[src/rtl/cpu_ctrl_pkg.sv]
// Shared types and constants for the multi-cycle sequencer.
// Latency: n/a (definitions only).
// Backpressure: n/a.
package cpu_ctrl_pkg;

    typedef enum logic [2:0] {
        ST_IDLE,
        ST_FETCH,
        ST_DECODE,
        ST_EXEC,
        ST_WB,
        ST_JUMP,
        ST_TRAP
    } state_t;

    localparam logic [5:0] OP_ADD = 6'b100000;
    localparam logic [5:0] OP_SUB = 6'b100010;
    localparam logic [5:0] OP_J   = 6'b000010;

    localparam logic ALU_ADD = 1'b0;
    localparam logic ALU_SUB = 1'b1;

endpackage

[src/rtl/multicycle_ctrl_fetch_timer.sv]
// Saturating FETCH wait counter; timeout_o flags that this un-acked cycle is the last one allowed.
// Latency: count updates one cycle after inc_i; timeout_o is combinational from the count.
// Backpressure: none; clr_i has priority over inc_i.
module fetch_timer #(
    parameter int unsigned TIMEOUT_CYCLES = 16
) (
    input  logic clk,
    input  logic rst,
    input  logic clr_i,
    input  logic inc_i,
    output logic timeout_o
);

    localparam logic [8:0] LIMIT = 9'(TIMEOUT_CYCLES);

    logic [7:0] cnt_q;
    logic [7:0] cnt_d;

    always_comb begin
        cnt_d = cnt_q;
        if (clr_i) begin
            cnt_d = '0;
        end else if (inc_i && (cnt_q != 8'hFF)) begin
            cnt_d = cnt_q + 8'd1;
        end
    end

    always_ff @(posedge clk or posedge rst) begin
        if (rst) begin
            cnt_q <= '0;
        end else begin
            cnt_q <= cnt_d;
        end
    end

    // True when one more un-acked cycle would make the count reach the limit.
    assign timeout_o = (({1'b0, cnt_q} + 9'd1) >= LIMIT);

endmodule

[src/rtl/multicycle_ctrl.sv]
// Multi-cycle fetch/decode/exec sequencer for the add/sub/jump datapath; ILLEGAL_TRAP_EN traps unknown opcodes.
// Latency: add/sub 4 cycles, jump 3 cycles from first FETCH cycle, plus one per cycle of ack delay.
// Backpressure: imem_req held until imem_ack; FETCH traps after TIMEOUT_CYCLES un-acked cycles.
module multicycle_ctrl
    import cpu_ctrl_pkg::*;
#(
    parameter int unsigned TIMEOUT_CYCLES = 16
) (
    input  logic        clk,
    input  logic        rst,
    input  logic        start,
    output logic        imem_req,
    input  logic        imem_ack,
    input  logic [31:0] instr,
    output logic        ir_we,
    output logic        alu_op,
    output logic        reg_we,
    output logic        pc_we,
    output logic        pc_sel,
    output logic        busy,
    output logic        trap,
    output logic [31:0] retired
);

    state_t      state_q, state_d;
    logic [5:0]  op_q, op_d;
    logic        alu_q, alu_d;
    logic        nop_q, nop_d;
    logic [31:0] retired_q, retired_d;
    logic        timeout;
    logic        timer_clr;
    logic        timer_inc;
    logic        unused_instr;

    assign unused_instr = ^instr[25:0];

    always_comb begin
        state_d   = state_q;
        op_d      = op_q;
        alu_d     = alu_q;
        nop_d     = nop_q;
        retired_d = retired_q;
        case (state_q)
            ST_IDLE: begin
                if (start) state_d = ST_FETCH;
            end
            ST_FETCH: begin
                if (imem_ack) begin
                    op_d    = instr[31:26];
                    state_d = ST_DECODE;
                end else if (timeout) begin
                    state_d = ST_TRAP;
                end
            end
            ST_DECODE: begin
                alu_d = ALU_ADD;
                nop_d = 1'b0;
                case (op_q)
                    OP_ADD: state_d = ST_EXEC;
                    OP_SUB: begin
                        alu_d   = ALU_SUB;
                        state_d = ST_EXEC;
                    end
                    OP_J:   state_d = ST_JUMP;
                    default: begin
`ifdef ILLEGAL_TRAP_EN
                        state_d = ST_TRAP;
`else
                        // Unknown opcode retires as a NOP: PC advances, no register write.
                        nop_d   = 1'b1;
                        state_d = ST_WB;
`endif
                    end
                endcase
            end
            ST_EXEC: state_d = ST_WB;
            ST_WB, ST_JUMP: begin
                retired_d = retired_q + 32'd1;
                state_d   = start ? ST_FETCH : ST_IDLE;
            end
            ST_TRAP: state_d = ST_TRAP;
            default: state_d = ST_IDLE;
        endcase
    end

    always_ff @(posedge clk or posedge rst) begin
        if (rst) begin
            state_q   <= ST_IDLE;
            op_q      <= '0;
            alu_q     <= ALU_ADD;
            nop_q     <= 1'b0;
            retired_q <= '0;
        end else begin
            state_q   <= state_d;
            op_q      <= op_d;
            alu_q     <= alu_d;
            nop_q     <= nop_d;
            retired_q <= retired_d;
        end
    end

    // Counter restarts on every entry to FETCH, including WB/JUMP -> FETCH.
    assign timer_clr = (state_d == ST_FETCH) && (state_q != ST_FETCH);
    assign timer_inc = (state_q == ST_FETCH) && !imem_ack;

    fetch_timer #(
        .TIMEOUT_CYCLES(TIMEOUT_CYCLES)
    ) u_fetch_timer (
        .clk      (clk),
        .rst      (rst),
        .clr_i    (timer_clr),
        .inc_i    (timer_inc),
        .timeout_o(timeout)
    );

    assign imem_req = (state_q == ST_FETCH);
    assign ir_we    = (state_q == ST_FETCH) && imem_ack;
    assign reg_we   = (state_q == ST_WB) && !nop_q;
    assign pc_we    = (state_q == ST_WB) || (state_q == ST_JUMP);
    assign pc_sel   = (state_q == ST_JUMP);
    assign alu_op   = ((state_q == ST_EXEC) || (state_q == ST_WB)) ? alu_q : ALU_ADD;
    assign busy     = (state_q != ST_IDLE) && (state_q != ST_TRAP);
    assign trap     = (state_q == ST_TRAP);
    assign retired  = retired_q;

endmodule

[config.mk]
export PLATFORM = sky130hd
export DESIGN_NAME = multicycle_ctrl
export DESIGN_NICKNAME = d
export VERILOG_FILES = /design/src/rtl/cpu_ctrl_pkg.sv /design/src/rtl/multicycle_ctrl_fetch_timer.sv /design/src/rtl/multicycle_ctrl.sv
export SDC_FILE = /design/constraint.sdc
export NUM_CORES = 1
export LEC_CHECK = 0
export ABC_AREA = 1
export BUFFER_PORTS_ARGS = -buffer_cell sky130_fd_sc_hd__buf_2
export CORE_MARGIN = 2
export CORE_UTILIZATION = 35
export DETAILED_ROUTE_END_ITERATION = 10
export HOLD_SLACK_MARGIN = 0.06
export MAX_ROUTING_LAYER = met4
export PLACE_DENSITY = 0.56
export REMOVE_ABC_BUFFERS = 1
export SYNTH_ARGS = -nofsm -noshare
export SYNTH_HDL_FRONTEND = slang
export SYNTH_SLANG_ARGS = --single-unit
[constraint.sdc]
create_clock -name clk -period 3.8 [get_ports clk]
set_clock_uncertainty 0.2 [all_clocks]
set_input_delay 1.14 -clock clk [delete_from_list [all_inputs] [get_ports clk]]
set_output_delay 1.14 -clock clk [all_outputs]
set_load 0.02 [all_outputs]
After elaboration in Yosys (flattened, before gate mapping) --
Cells that the tools add are included.
Word-level totals: bits in registers 51, bits of input ports 36, output and inout port bits 40, word-level logic and storage cells 51
Cells by class: $add $sub $neg 3, order comparisons 1, equality and inequality tests 13, multiplexer cells 11, reductions and logical operators 17
Operators by type and width (number):
- adder 32 x 1 -> 32 bit, second input constant | 1
- one-hot mux 3 bit (6 select lines) | 1
- 2-to-1 mux 8 bit | 2
- == test 6 bit, second input constant | 2
- adder 8 x 1 -> 9 bit, second input constant | 1
- == test 3 bit, second input constant | 3
- greater-or-equal comparator 9 x 5 -> 1 bit, second input constant | 1
- 2-to-1 mux 3 bit | 3
- adder 8 x 1 -> 8 bit, second input constant | 1
- inequality test 8 bit, second input constant | 1
- == test 3 x 1 -> 1 bit, second input constant | 2
- == test 3 x 2 -> 1 bit, second input constant | 2
- == test 6 x 2 -> 1 bit, second input constant | 1
- logical AND 1 bit | 6
- one-hot mux 3 bit (2 select lines) | 1
- 2-to-1 mux 1 bit | 4
- OR reduction 2 bit | 2
- logical NOT 3 bit | 1
- inequality test 3 x 1 -> 1 bit, second input constant | 1
- inequality test 3 bit, second input constant | 1
- nonzero test 3 bit | 1
- OR reduction 3 bit | 1
- logical NOT 1 bit | 2
- logical OR 1 bit | 2
- other kinds (2) | 2

Longest topological paths before layout --
depth after elaboration 8, gate-level depth with buffers 10, gate-level depth less buffers 10

Cells and area by module --
From an unflattened synthesis, not the netlist that was laid out.
Unflattened totals: cells, all modules 364, area, all modules 2859.0 um^2
By module, submodules not included:
- multicycle_ctrl | instances 1, cells each 284, area each 2243.4 um^2, seq. area each 1076.0 um^2
- fetch_timer | instances 1, cells each 80, area each 615.6 um^2, seq. area each 200.2 um^2

Least setup slack after synthesis --
Ideal clock, no wire load.
kind in2out, from input imem_ack, to output ir_we, arrival 1.421 ns, required time 2.460 ns, path slack 1.039 ns, stages on the path 2, path buffers 0, path through nand2_1 -> inv_2
On the way: cells in the longest elaborated chain, start to end 1
Ends and longest elaborated chain:
- start: declaration | RTL line multicycle_ctrl.sv:13 | input logic imem_ack,
- logical AND 1 bit | RTL line multicycle_ctrl.sv:117 | assign ir_we = (state_q == ST_FETCH) && imem_ack;
- end: declaration | RTL line multicycle_ctrl.sv:15 | output logic ir_we,
No other way between the ends.

Worst setup path after layout --
Same ends and word-level chain as after synthesis.

==> qor.csv <==
stage,metric,value,unit
layout,# fillers,927,
worst_setup_path,kind of start point of the critical path,primary input,
synthesis,sequential element share of the synthesized area,40.6,%
timing,RSZ-0062 raised after global routing,no,
worst_setup_path,data arrival time of the critical path,1740,ps
power,Peak supply drop,0.148,mV
synthesis,library cell occupying the most area in the post-synthesis netlist,dfrtp_1,
place,number of cells in the design after placement,611,
worst_setup_path,"Slowest-stage cell, CP",buf_2,
global_routing,largest net degree at the start of global routing,34,
layout,post-layout net count,549,
cts,TritonCTS clock tree,yes,
synthesis,biggest area contributors in the synthesized netlist,"dfrtp_1 (41%), nand2_1 (23%), nor2_1 (6.4%)",
timing,worst relative slew slack,70.2,%
hold_path,Hold WC Path Type,reg -> reg,
synthesis,total of warnings raised by yosys,0,
cts,number of hold buffers added after CTS,0,
cts,buffer cell driving the clock tree root,clkbuf_8,
timing,final period demand of the worst path,3080,ps
timing,share of the clock period used by the worst path after layout,81.0,%
run_status,result of the run,"finished, final reports clean",
power,Pleak,1.87,nW
place,buffers added on ports,49,
detailed_routing,WL per Instance,12.3,um
place,area post-placement,0.00352,mm2
timing,Final Max Slew Viols,0,
power,proportion of power drawn by flip-flops and latches,56.4,%
worst_setup_path,Critical Path End Type,output pin,
detailed_routing,drt via density,4.70,
place,RePlAce Congestion,0.911,
global_routing,antenna violations before repair,0,
detailed_routing,number of search-and-repair iterations in the first detailed-routing pass,6,
power,Clock Power Share,41.9,%
floorplanning,die outline area,0.00976,mm2
synthesis,top-area cell type share of the netlist area,40.6,%
cts,CTS HTree Levels,2,
timing,final setup vio count,0,
synthesis,Syn Std Cell Area,0.00315,mm2
power,share of total power in combinational logic,1.7,%
detailed_routing,Antenna Violating Nets Remaining,0,
timing,Max Fclk,0.325,GHz
detailed_routing,number of violations reported at the end of detailed-routing iteration 0,123,
cts,worst-case clock buffer depth,2,
synthesis,#FFs+latches synth,51,
worst_setup_path,"slowest stage delay, CP",190,ps
place,half-perimeter wire length of the detailed placement result,5830,um
cts,buffer count from post-CTS setup fixing,0,
synthesis,number of instances in the synthesized netlist,456,
detailed_routing,DRC violation count after routing,0,
layout,Non-Filler Instances,619,
timing,final sum of negative setup slack,0,ps
global_routing,global-route wire length before repair,13300,um
worst_setup_path,kind of critical path,in -> out,
timing,Final Hold Viols,0,
cts,Clock Latency Late Sink,300,ps
cts,Clock transition at path regs,90,ps
worst_setup_path,worst-path fanout max,10,
floorplanning,width of the chip,98.8,um
global_routing,"Remaining Overflow, GRT",0,
global_routing,combined global-route utilization of all metal layers,17.0,%
worst_setup_path,WP data required,2460,ps
floorplanning,Die Span Y,98.8,um
power,internal power,0.760,mW
synthesis,Post-Synthesis Mean Instance Area,6.90,um2
detailed_routing,final routed wirelength across all metal layers,7620,um
floorplanning,number of placement rows,34,
worst_setup_path,cell occurring most often along the worst timing path,buf_2,
floorplanning,core outline area,0.00872,mm2
timing,worst hold slack across all endpoints,294,ps
global_routing,number of global-route vias before repair,2878,
layout,number of antenna repair diodes,0,
cts,CTS Sinks,51,
power,switching share of total power,21.0,%
power,Final Total Pwr,0.961,mW
floorplanning,starting density of the core,36.1,%
timing,transition time of the tightest slew-check pin,447,ps
power,NetSw,0.201,mW
power,power per cell area,265,mW/mm2
worst_setup_path,worst path cell trace,"buf_2, nand2_1, inv_2, buf_2",
layout,post-route standard cell area excluding fillers,0.00363,mm2
job,max-capacitance violation count,0,
layout,"Area growth, synth to finish",15.5,%
synthesis,distinct cell type count of the synthesized netlist,25,
layout,fraction of layout cells with a size suffix above 1,17.6,%
detailed_routing,overall via count from detail_route,2912,
cts,number of buffers inserted during clock tree synthesis,5,
cts,Post-CTS Resized,0,
floorplanning,boundary pin count,76,
final timing paths:
check	startpoint	endpoint	slack, ps	depth (start not counted)
min reg2reg	op_q[3]$_DFFE_PP0P_	op_q[3]$_DFFE_PP0P_	290	2
max in group asynchronous	rst	retired[14]$_DFFE_PP0P_	1990	3
max	imem_ack	ir_we	720	4
min	op_q[3]$_DFFE_PP0P_	op_q[3]$_DFFE_PP0P_	290	2
max reg2reg	state_q[1]$_DFF_PP0_	retired[16]$_DFFE_PP0P_	1710	9
min in group asynchronous	rst	retired[17]$_DFFE_PP0P_	630	2
sequential cells by signal, summed over array words and instances, names as in the netlist:
signal and cells:
alu_q 1, nop_q 1, op_q 6, retired 32
state_q 3, u_fetch_timer.cnt_q 8
metal layers:
layer  up-vias  wire [um]  track usage (%)
li1       1516          -                -
met1      1332       3570             21.3
met2        58       3670             29.0
met3         6        278             2.91
met4         0         92             3.79
met5         -          0                -
power by group through the flow:
stage	Clock [mW]	Combinational [mW]	Sequential, mW
2_1_floorplan	0	0.00797	0.553
3_3_place_gp	0	0.0174	0.553
3_5_place_dp	0	0.0178	0.553
4_1_cts	0.420	0.0178	0.542
5_1_grt	0.441	0.0200	0.542
6_report	0.402	0.0166	0.542
Yosys cell counts, drive strengths merged:
cell type and count:
o22ai 1, a21oi 4, buf 4, ha 3
a211oi 1, nand4 11, dfrtp 51, o21ai 10
inv 50, o31ai 1, xnor2 8, nor2 71
xor2 7, nand2 202, nand3b 4, o2111ai 1
nand3 26, nor3 1
final cells by class:
class / count / area, um2 / area share [%]
Clock inverter: 2 / 35.0 / 0.964
Multi-Input combinational cell: 351 / 1660 / 45.6
Timing Repair Buffer: 51 / 260 / 7.16
Sequential cell: 51 / 1280 / 35.1
Clock buffer: 6 / 82.6 / 2.27
Tap cell: 108 / 135 / 3.72
Inverter: 50 / 188 / 5.17
worst max-delay path: cells and delay by family:
family,cells,cell delay (ps)
buffers and inverters,3,470
and+or+nand+nor,1,130
logic make-up after synthesis:
kind of cell | Yosys count | synth area share (%)
AND/OR/NAND/NOR | 315 | 44.1
buffers and inverters | 54 | 6.76
flip-flops | 51 | 40.6
AO/OA/AOI/OAI | 18 | 3.18
XOR/XNOR | 15 | 4.18
adder cells (fa/ha/maj) | 3 | 1.19
cell usage in the layout (no fill, tap or decap), types with 2 or more instances in the layout:
master,count
xnor2_1,8
nand2_1,193
nor2_1,54
inv_2,3
buf_4,2
inv_1,47
nor2_2,8
dfrtp_1,51
nand3_1,26
a21oi_1,4
clkbuf_8,6
nand2_2,9
buf_2,49
nand3b_1,3
nor2_4,9
nand4_1,10
xor2_1,7
o21ai_0,10
ha_1,3
stage by stage:
step                      utilization [%]  worst slack (ps)
after floorplan                         -              1040
after global placement               40.3               724
after detailed placement             40.3               709
after CTS                            41.7               706
after global routing                 41.7               660
final                                41.7               722
Power figures use the tool's default switching activity.
